### config.mk
export PLATFORM = sky130hd
export DESIGN_NAME = pipeline_stall_ctrl_flat
export DESIGN_NICKNAME = d
export VERILOG_FILES = /design/src/rtl/pipeline_stall_ctrl_if.sv /design/src/rtl/pipeline_stall_ctrl.sv /design/src/flat_wrapper.sv
export SDC_FILE = /design/constraint.sdc
export NUM_CORES = 1
export LEC_CHECK = 0
export ABC_CLOCK_PERIOD_IN_PS = 2520
export CAP_MARGIN = 20
export CORE_UTILIZATION = 36
export CTS_BUF_LIST = sky130_fd_sc_hd__clkbuf_4 sky130_fd_sc_hd__clkbuf_8
export CTS_CLUSTER_DIAMETER = 120
export DETAILED_ROUTE_END_ITERATION = 7
export MAX_ROUTING_LAYER = met4
export PLACE_DENSITY = 0.86
export REMOVE_ABC_BUFFERS = 1
export SETUP_SLACK_MARGIN = 0.2
export SLEW_MARGIN = 0
export SYNTH_ARGS = -nofsm -noshare
export SYNTH_HDL_FRONTEND = slang
export SYNTH_SLANG_ARGS = --single-unit
### constraint.sdc
create_clock -name clk -period 2.52 [get_ports clk]
set_input_delay 0.504 -clock clk [delete_from_list [all_inputs] [get_ports clk]]
set_output_delay 0.504 -clock clk [all_outputs]
set_load 0.01 [all_outputs]
### src/rtl/pipeline_stall_ctrl_if.sv
// Hazard inputs and per-stage pipeline controls exchanged between the stall
// sequencer (master) and the pipeline datapath (slave).
interface pipeline_stall_ctrl_if;
    logic        mem_read_ex;
    logic [4:0]  rt_ex;
    logic [4:0]  rs_id;
    logic [4:0]  rt_id;
    logic        branch_taken_ex;
    logic        md_start_id;
    logic        dmem_busy;
    logic        en_pc;
    logic        en_if_id;
    logic        en_id_ex;
    logic        en_ex_mem;
    logic        en_mem_wb;
    logic        flush_if_id;
    logic        bubble_id_ex;
    logic        md_busy;
    logic [31:0] stall_cycles;

    modport master (
        input  mem_read_ex, rt_ex, rs_id, rt_id, branch_taken_ex, md_start_id, dmem_busy,
        output en_pc, en_if_id, en_id_ex, en_ex_mem, en_mem_wb,
        output flush_if_id, bubble_id_ex, md_busy, stall_cycles
    );

    modport slave (
        output mem_read_ex, rt_ex, rs_id, rt_id, branch_taken_ex, md_start_id, dmem_busy,
        input  en_pc, en_if_id, en_id_ex, en_ex_mem, en_mem_wb,
        input  flush_if_id, bubble_id_ex, md_busy, stall_cycles
    );
endinterface

### src/rtl/pipeline_stall_ctrl.sv
// Stall/flush sequencer for the 5-stage pipeline; STALL_CNT_EN adds a
// saturating counter of cycles in which the PC was held.
//
// state   | meaning
// --------+-----------------------------------------------------------
// RUN     | normal flow; resolves freeze, branch flush, load-use stall
// MD_BUSY | mult/div owns EX; front end held while the down-counter runs
module pipeline_stall_ctrl #(
    parameter int MULDIV_LAT = 32,
    parameter int CNT_W      = 6
) (
    input  logic                 clk,
    input  logic                 rst,
    pipeline_stall_ctrl_if.master bus
);
    typedef enum logic {RUN = 1'b0, MD_BUSY = 1'b1} state_t;

    localparam logic [CNT_W-1:0] MD_LOAD = CNT_W'(MULDIV_LAT - 1);

    state_t            state, state_nxt;
    logic [CNT_W-1:0]  cnt, cnt_nxt;
    logic              lu;
    logic              en_pc, en_if_id, en_id_ex, en_ex_mem, en_mem_wb;
    logic              flush_if_id, bubble_id_ex, md_busy;

    assign lu = bus.mem_read_ex && (bus.rt_ex != 5'd0) &&
                ((bus.rt_ex == bus.rs_id) || (bus.rt_ex == bus.rt_id));

    always_ff @(posedge clk) begin
        if (rst) begin
            state <= RUN;
            cnt   <= '0;
        end else begin
            state <= state_nxt;
            cnt   <= cnt_nxt;
        end
    end

    always_comb begin
        state_nxt    = state;
        cnt_nxt      = cnt;
        en_pc        = 1'b1;
        en_if_id     = 1'b1;
        en_id_ex     = 1'b1;
        en_ex_mem    = 1'b1;
        en_mem_wb    = 1'b1;
        flush_if_id  = 1'b0;
        bubble_id_ex = 1'b0;
        md_busy      = 1'b0;
        if (!rst) begin
            case (state)
                RUN: begin
                    if (bus.dmem_busy) begin
                        en_pc     = 1'b0;
                        en_if_id  = 1'b0;
                        en_id_ex  = 1'b0;
                        en_ex_mem = 1'b0;
                        en_mem_wb = 1'b0;
                    end else if (bus.branch_taken_ex) begin
                        // ID instruction is squashed, so its hazards are moot
                        flush_if_id  = 1'b1;
                        bubble_id_ex = 1'b1;
                    end else if (lu) begin
                        en_pc        = 1'b0;
                        en_if_id     = 1'b0;
                        bubble_id_ex = 1'b1;
                    end else if (bus.md_start_id) begin
                        state_nxt = MD_BUSY;
                        cnt_nxt   = MD_LOAD;
                    end
                end
                MD_BUSY: begin
                    md_busy = 1'b1;
                    if (bus.dmem_busy) begin
                        en_pc     = 1'b0;
                        en_if_id  = 1'b0;
                        en_id_ex  = 1'b0;
                        en_ex_mem = 1'b0;
                        en_mem_wb = 1'b0;
                    end else begin
                        en_pc        = 1'b0;
                        en_if_id     = 1'b0;
                        bubble_id_ex = 1'b1;
                        if (cnt == '0) begin
                            state_nxt = RUN;
                        end else begin
                            cnt_nxt = cnt - 1'b1;
                        end
                    end
                end
                default: begin
                    state_nxt = RUN;
                    cnt_nxt   = '0;
                end
            endcase
        end
    end

    assign bus.en_pc        = en_pc;
    assign bus.en_if_id     = en_if_id;
    assign bus.en_id_ex     = en_id_ex;
    assign bus.en_ex_mem    = en_ex_mem;
    assign bus.en_mem_wb    = en_mem_wb;
    assign bus.flush_if_id  = flush_if_id;
    assign bus.bubble_id_ex = bubble_id_ex;
    assign bus.md_busy      = md_busy;

`ifdef STALL_CNT_EN
    logic [31:0] stall_q;

    always_ff @(posedge clk) begin
        if (rst) begin
            stall_q <= '0;
        end else if (!en_pc && (stall_q != 32'hFFFF_FFFF)) begin
            stall_q <= stall_q + 32'd1;
        end
    end

    assign bus.stall_cycles = stall_q;
`else
    assign bus.stall_cycles = 32'd0;
`endif
endmodule
### src/flat_wrapper.sv
// flat-port wrapper written by rule: the top's interface ports become plain ports
module pipeline_stall_ctrl_flat 
#(
    parameter int MULDIV_LAT = 32,
    parameter int CNT_W      = 6
)
  (clk, rst, bus_mem_read_ex, bus_rt_ex, bus_rs_id, bus_rt_id, bus_branch_taken_ex, bus_md_start_id, bus_dmem_busy, bus_en_pc, bus_en_if_id, bus_en_id_ex, bus_en_ex_mem, bus_en_mem_wb, bus_flush_if_id, bus_bubble_id_ex, bus_md_busy, bus_stall_cycles);
  pipeline_stall_ctrl_if bus_i ();
  input  logic clk;
  input  logic rst;
  input wire logic [$bits(bus_i.mem_read_ex)-1:0] bus_mem_read_ex;
  input wire logic [$bits(bus_i.rt_ex)-1:0] bus_rt_ex;
  input wire logic [$bits(bus_i.rs_id)-1:0] bus_rs_id;
  input wire logic [$bits(bus_i.rt_id)-1:0] bus_rt_id;
  input wire logic [$bits(bus_i.branch_taken_ex)-1:0] bus_branch_taken_ex;
  input wire logic [$bits(bus_i.md_start_id)-1:0] bus_md_start_id;
  input wire logic [$bits(bus_i.dmem_busy)-1:0] bus_dmem_busy;
  output wire logic [$bits(bus_i.en_pc)-1:0] bus_en_pc;
  output wire logic [$bits(bus_i.en_if_id)-1:0] bus_en_if_id;
  output wire logic [$bits(bus_i.en_id_ex)-1:0] bus_en_id_ex;
  output wire logic [$bits(bus_i.en_ex_mem)-1:0] bus_en_ex_mem;
  output wire logic [$bits(bus_i.en_mem_wb)-1:0] bus_en_mem_wb;
  output wire logic [$bits(bus_i.flush_if_id)-1:0] bus_flush_if_id;
  output wire logic [$bits(bus_i.bubble_id_ex)-1:0] bus_bubble_id_ex;
  output wire logic [$bits(bus_i.md_busy)-1:0] bus_md_busy;
  output wire logic [$bits(bus_i.stall_cycles)-1:0] bus_stall_cycles;
  assign bus_i.mem_read_ex = bus_mem_read_ex;
  assign bus_i.rt_ex = bus_rt_ex;
  assign bus_i.rs_id = bus_rs_id;
  assign bus_i.rt_id = bus_rt_id;
  assign bus_i.branch_taken_ex = bus_branch_taken_ex;
  assign bus_i.md_start_id = bus_md_start_id;
  assign bus_i.dmem_busy = bus_dmem_busy;
  assign bus_en_pc = bus_i.en_pc;
  assign bus_en_if_id = bus_i.en_if_id;
  assign bus_en_id_ex = bus_i.en_id_ex;
  assign bus_en_ex_mem = bus_i.en_ex_mem;
  assign bus_en_mem_wb = bus_i.en_mem_wb;
  assign bus_flush_if_id = bus_i.flush_if_id;
  assign bus_bubble_id_ex = bus_i.bubble_id_ex;
  assign bus_md_busy = bus_i.md_busy;
  assign bus_stall_cycles = bus_i.stall_cycles;
  pipeline_stall_ctrl #(.MULDIV_LAT(MULDIV_LAT), .CNT_W(CNT_W)) u_core (.clk(clk), .rst(rst), .bus(bus_i));
endmodule
==> summary.txt <==
CTS
  • Clock Sinks: 7
  • Worst-path clk slew: 0.05 ns
  • Root buf cell: clkbuf_4
  • Clock buffer depth: 2
  • Total CTS buffers: 3
  • Clock Latency Late Sink: 0.27 ns
  • H-tree depth: 1
  • CTS tree: built

Timing
  • Final Cycle Share: 94.0%
  • Max frequency: 422 MHz
  • Count of pins over their slew limit: 0
  • Finish-stage setup viols: 0
  • Unrepaired setup endpoints after global routing: true
  • Clock Skew: 0.0151 ns
  • Hold Fails Final Rpt: 0
  • Fin crit period: 2.37 ns

Floorplan
  • Initial Util: 39.1%
  • Die width: 51.5 um
  • Cell row count: 17
  • Core box area: 2250 um^2
  • I/O pins: 61
  • Die Area: 2650 um^2
  • Die span in y: 51.5 um

Route
  • Routed wire per std cell: 13.3 um
  • DRT Wirelength: 2.54 mm
  • Via count: 878
  • Detailed-route vias per instance: 4.62
  • Routed Antenna Nets: 0
  • DR pass1 iterations: 4
  • # DRC: 0
  • Iter 0 DRT Violations: 32

Global routing
  • Global-route wire length before repair: 3.79 mm
  • Total GRT Usage: 19.7%
  • Pin count of the biggest net entering global routing: 10
  • Vias in the first global route: 862
  • GR Overflow Total: 0
  • Antenna violations before repair: 0

Worst setup path
  • Crit path required time: 2.02 ns
  • Max FO, Critical Path: 3
  • Critical path endpoint category: output port
  • Crit Path Category: input port to output port
  • Setup slack, reg-to-reg: 0.69 ns
  • CP arrival: 1.87 ns
  • CP startpoint kind: input port

Finish
  • Leading cell type in the layout, fill and taps excluded: conb_1
  • Non-Filler Instances: 190
  • Final nets: 186
  • Commonest cells after routing, fill and taps aside: 32 x conb_1, 12 x buf_6, 11 x buf_4, 10 x xnor2_1, 10 x dlymetal6s2s_1
  • Inserted Diodes: 0
  • Area delta synth->final: 49.2%
  • Register area: 140 um^2
  • Area of the multi-input gates: 628 um^2
  • FILL cells: 195
  • Layout cell share with drive strength beyond 1: 29.6%

Placed design
  • Placed cells: 174
  • Input/output buffers: 28
  • Post-detail-place hpwl: 1.48 mm
  • GPL Wtd Cong: 0.888

Outcome
  • Outcome: finished clean

Yosys
  • Top cells by area, synth: buf_4 30%, dfxtp_1 16%, xnor2_1 9.9%
  • Leading area contributor after synthesis: buf_4
  • YS warnings: 0
  • Cell area after technology mapping: 882 um^2
  • Yosys reg bits: 7
  • Post-Syn Instances: 115
  • Mean post-synth cell area: 7.67 um^2
  • Seq/Total Area, Yosys: 15.9%
  • Yosys top cell area share: 29.8%
  • Count of cell types in the netlist: 35

Flow run
  • Max-cap violations: 0

Pwr
  • Static leakage: 0.673 nW
  • Cell Pwr Density: 345 nW/um^2
  • Total power draw: 0.000454 W
  • VDD IR max: 292 uV

Min path
  • Worst hold path class: flop to flop
## synth_stat cells, drive strengths merged
master and count:
or4 1, and3 1, a2111oi 1, conb 1, xnor2 10, dfxtp 7, a32o 1, ha 2
nand3 4, mux2 1, nand2b 1, clkbuf 1, nor4 1, nor3 2, a22oi 1, nand3b 2
o31ai 1, a211oi 1, nor3b 1, o21ai 4, o21a 4, o31a 1, nand2 8, nor2b 2
buf 36, a21oi 6, o22ai 1, inv 4, a31oi 2, nor2 7
## per-stage QoR
step,util (%),hold WS [ns],setup WS [ns],cell area (um^2),setup TNS (ns)
finish,58.4,0.506,0.150,1320,0
detailed placement,49.2,0.492,-0.458,1110,-1.33
floorplan,-,0.464,0.321,727,0
CTS,54.9,0.504,0.179,1240,0
global route,58.4,0.542,0.109,1320,0
global placement,49.2,0.486,-0.458,1110,-1.33
## worst paths after layout
kind                      start          endpoint  depth (start not counted)
setup / recovery   bus_rt_ex[0]  bus_bubble_id_ex                          7
hold / removal    u_core.cnt[1]     u_core.cnt[1]                          1
setup reg to reg  u_core.cnt[0]     u_core.cnt[4]                          6
hold reg to reg   u_core.cnt[1]     u_core.cnt[1]                          1
## registers in the layout, summed over array words and instances (netlist names)
| signal | flops |
|---|---|
| u_core.cnt | 6 |
| u_core.state | 1 |
## report_power, final
group	switching [W]	internal, W
clock network	0.0000509	0.0000717
logic	0.000102	0.000100
registers	0.0000114	0.000118
total	0.000164	0.000290
## metal layers
metal | share of wire, % | vias up | global-route usage (%) | wire (um)
met3 | 5.2 | 7 | 3.51 | 131
li1 | - | 423 | - | -
met2 | 50 | 44 | 34.6 | 1280
met5 | 0 | - | - | 0
met4 | 1.7 | 0 | 9.01 | 44
met1 | 43 | 404 | 21.5 | 1080
## worst max-delay path, stage by stage
cell,delay (ns)
buf_6,0.09
or4_4,0.55
o21ai_4,0.19
buf_6,0.13
nor2b_4,0.04
o31a_1,0.23
buf_2,0.14
## layout make-up
type / count / share of cell area [%]
tap: 28 / 2.66
inverter: 4 / 1.14
clock buffer: 4 / 2.28
sequential: 7 / 10.6
timing repair buffer: 49 / 35.6
multi-input combinational: 98 / 47.7
## logic make-up (layout without fill, tap and decap cells)
family | after synthesis | count (layout) | share of synthesized area (%)
buffers and inverters | 41 | 57 | 32.5
and+or+nand+nor | 30 | 30 | 17.7
AOI/OAI and AO/OA | 23 | 23 | 19.4
xor gates and xnor gates | 10 | 10 | 9.93
DFF | 7 | 7 | 15.9
adders and majority gates | 2 | 2 | 2.84
other | 1 | 32 | 0.425
muxes | 1 | 1 | 1.28
## what timing repair did
item / 4_1_cts / 5_1_grt
hold buffers: 0 / 0
setup buffers: 11 / 1
resized for setup: 44 / 25
gates cloned: 0 / 0
setup endpoints to repair: 5 / 10
pin swaps: 11 / 20
Note: power is estimated with default switching activity, not from simulation.
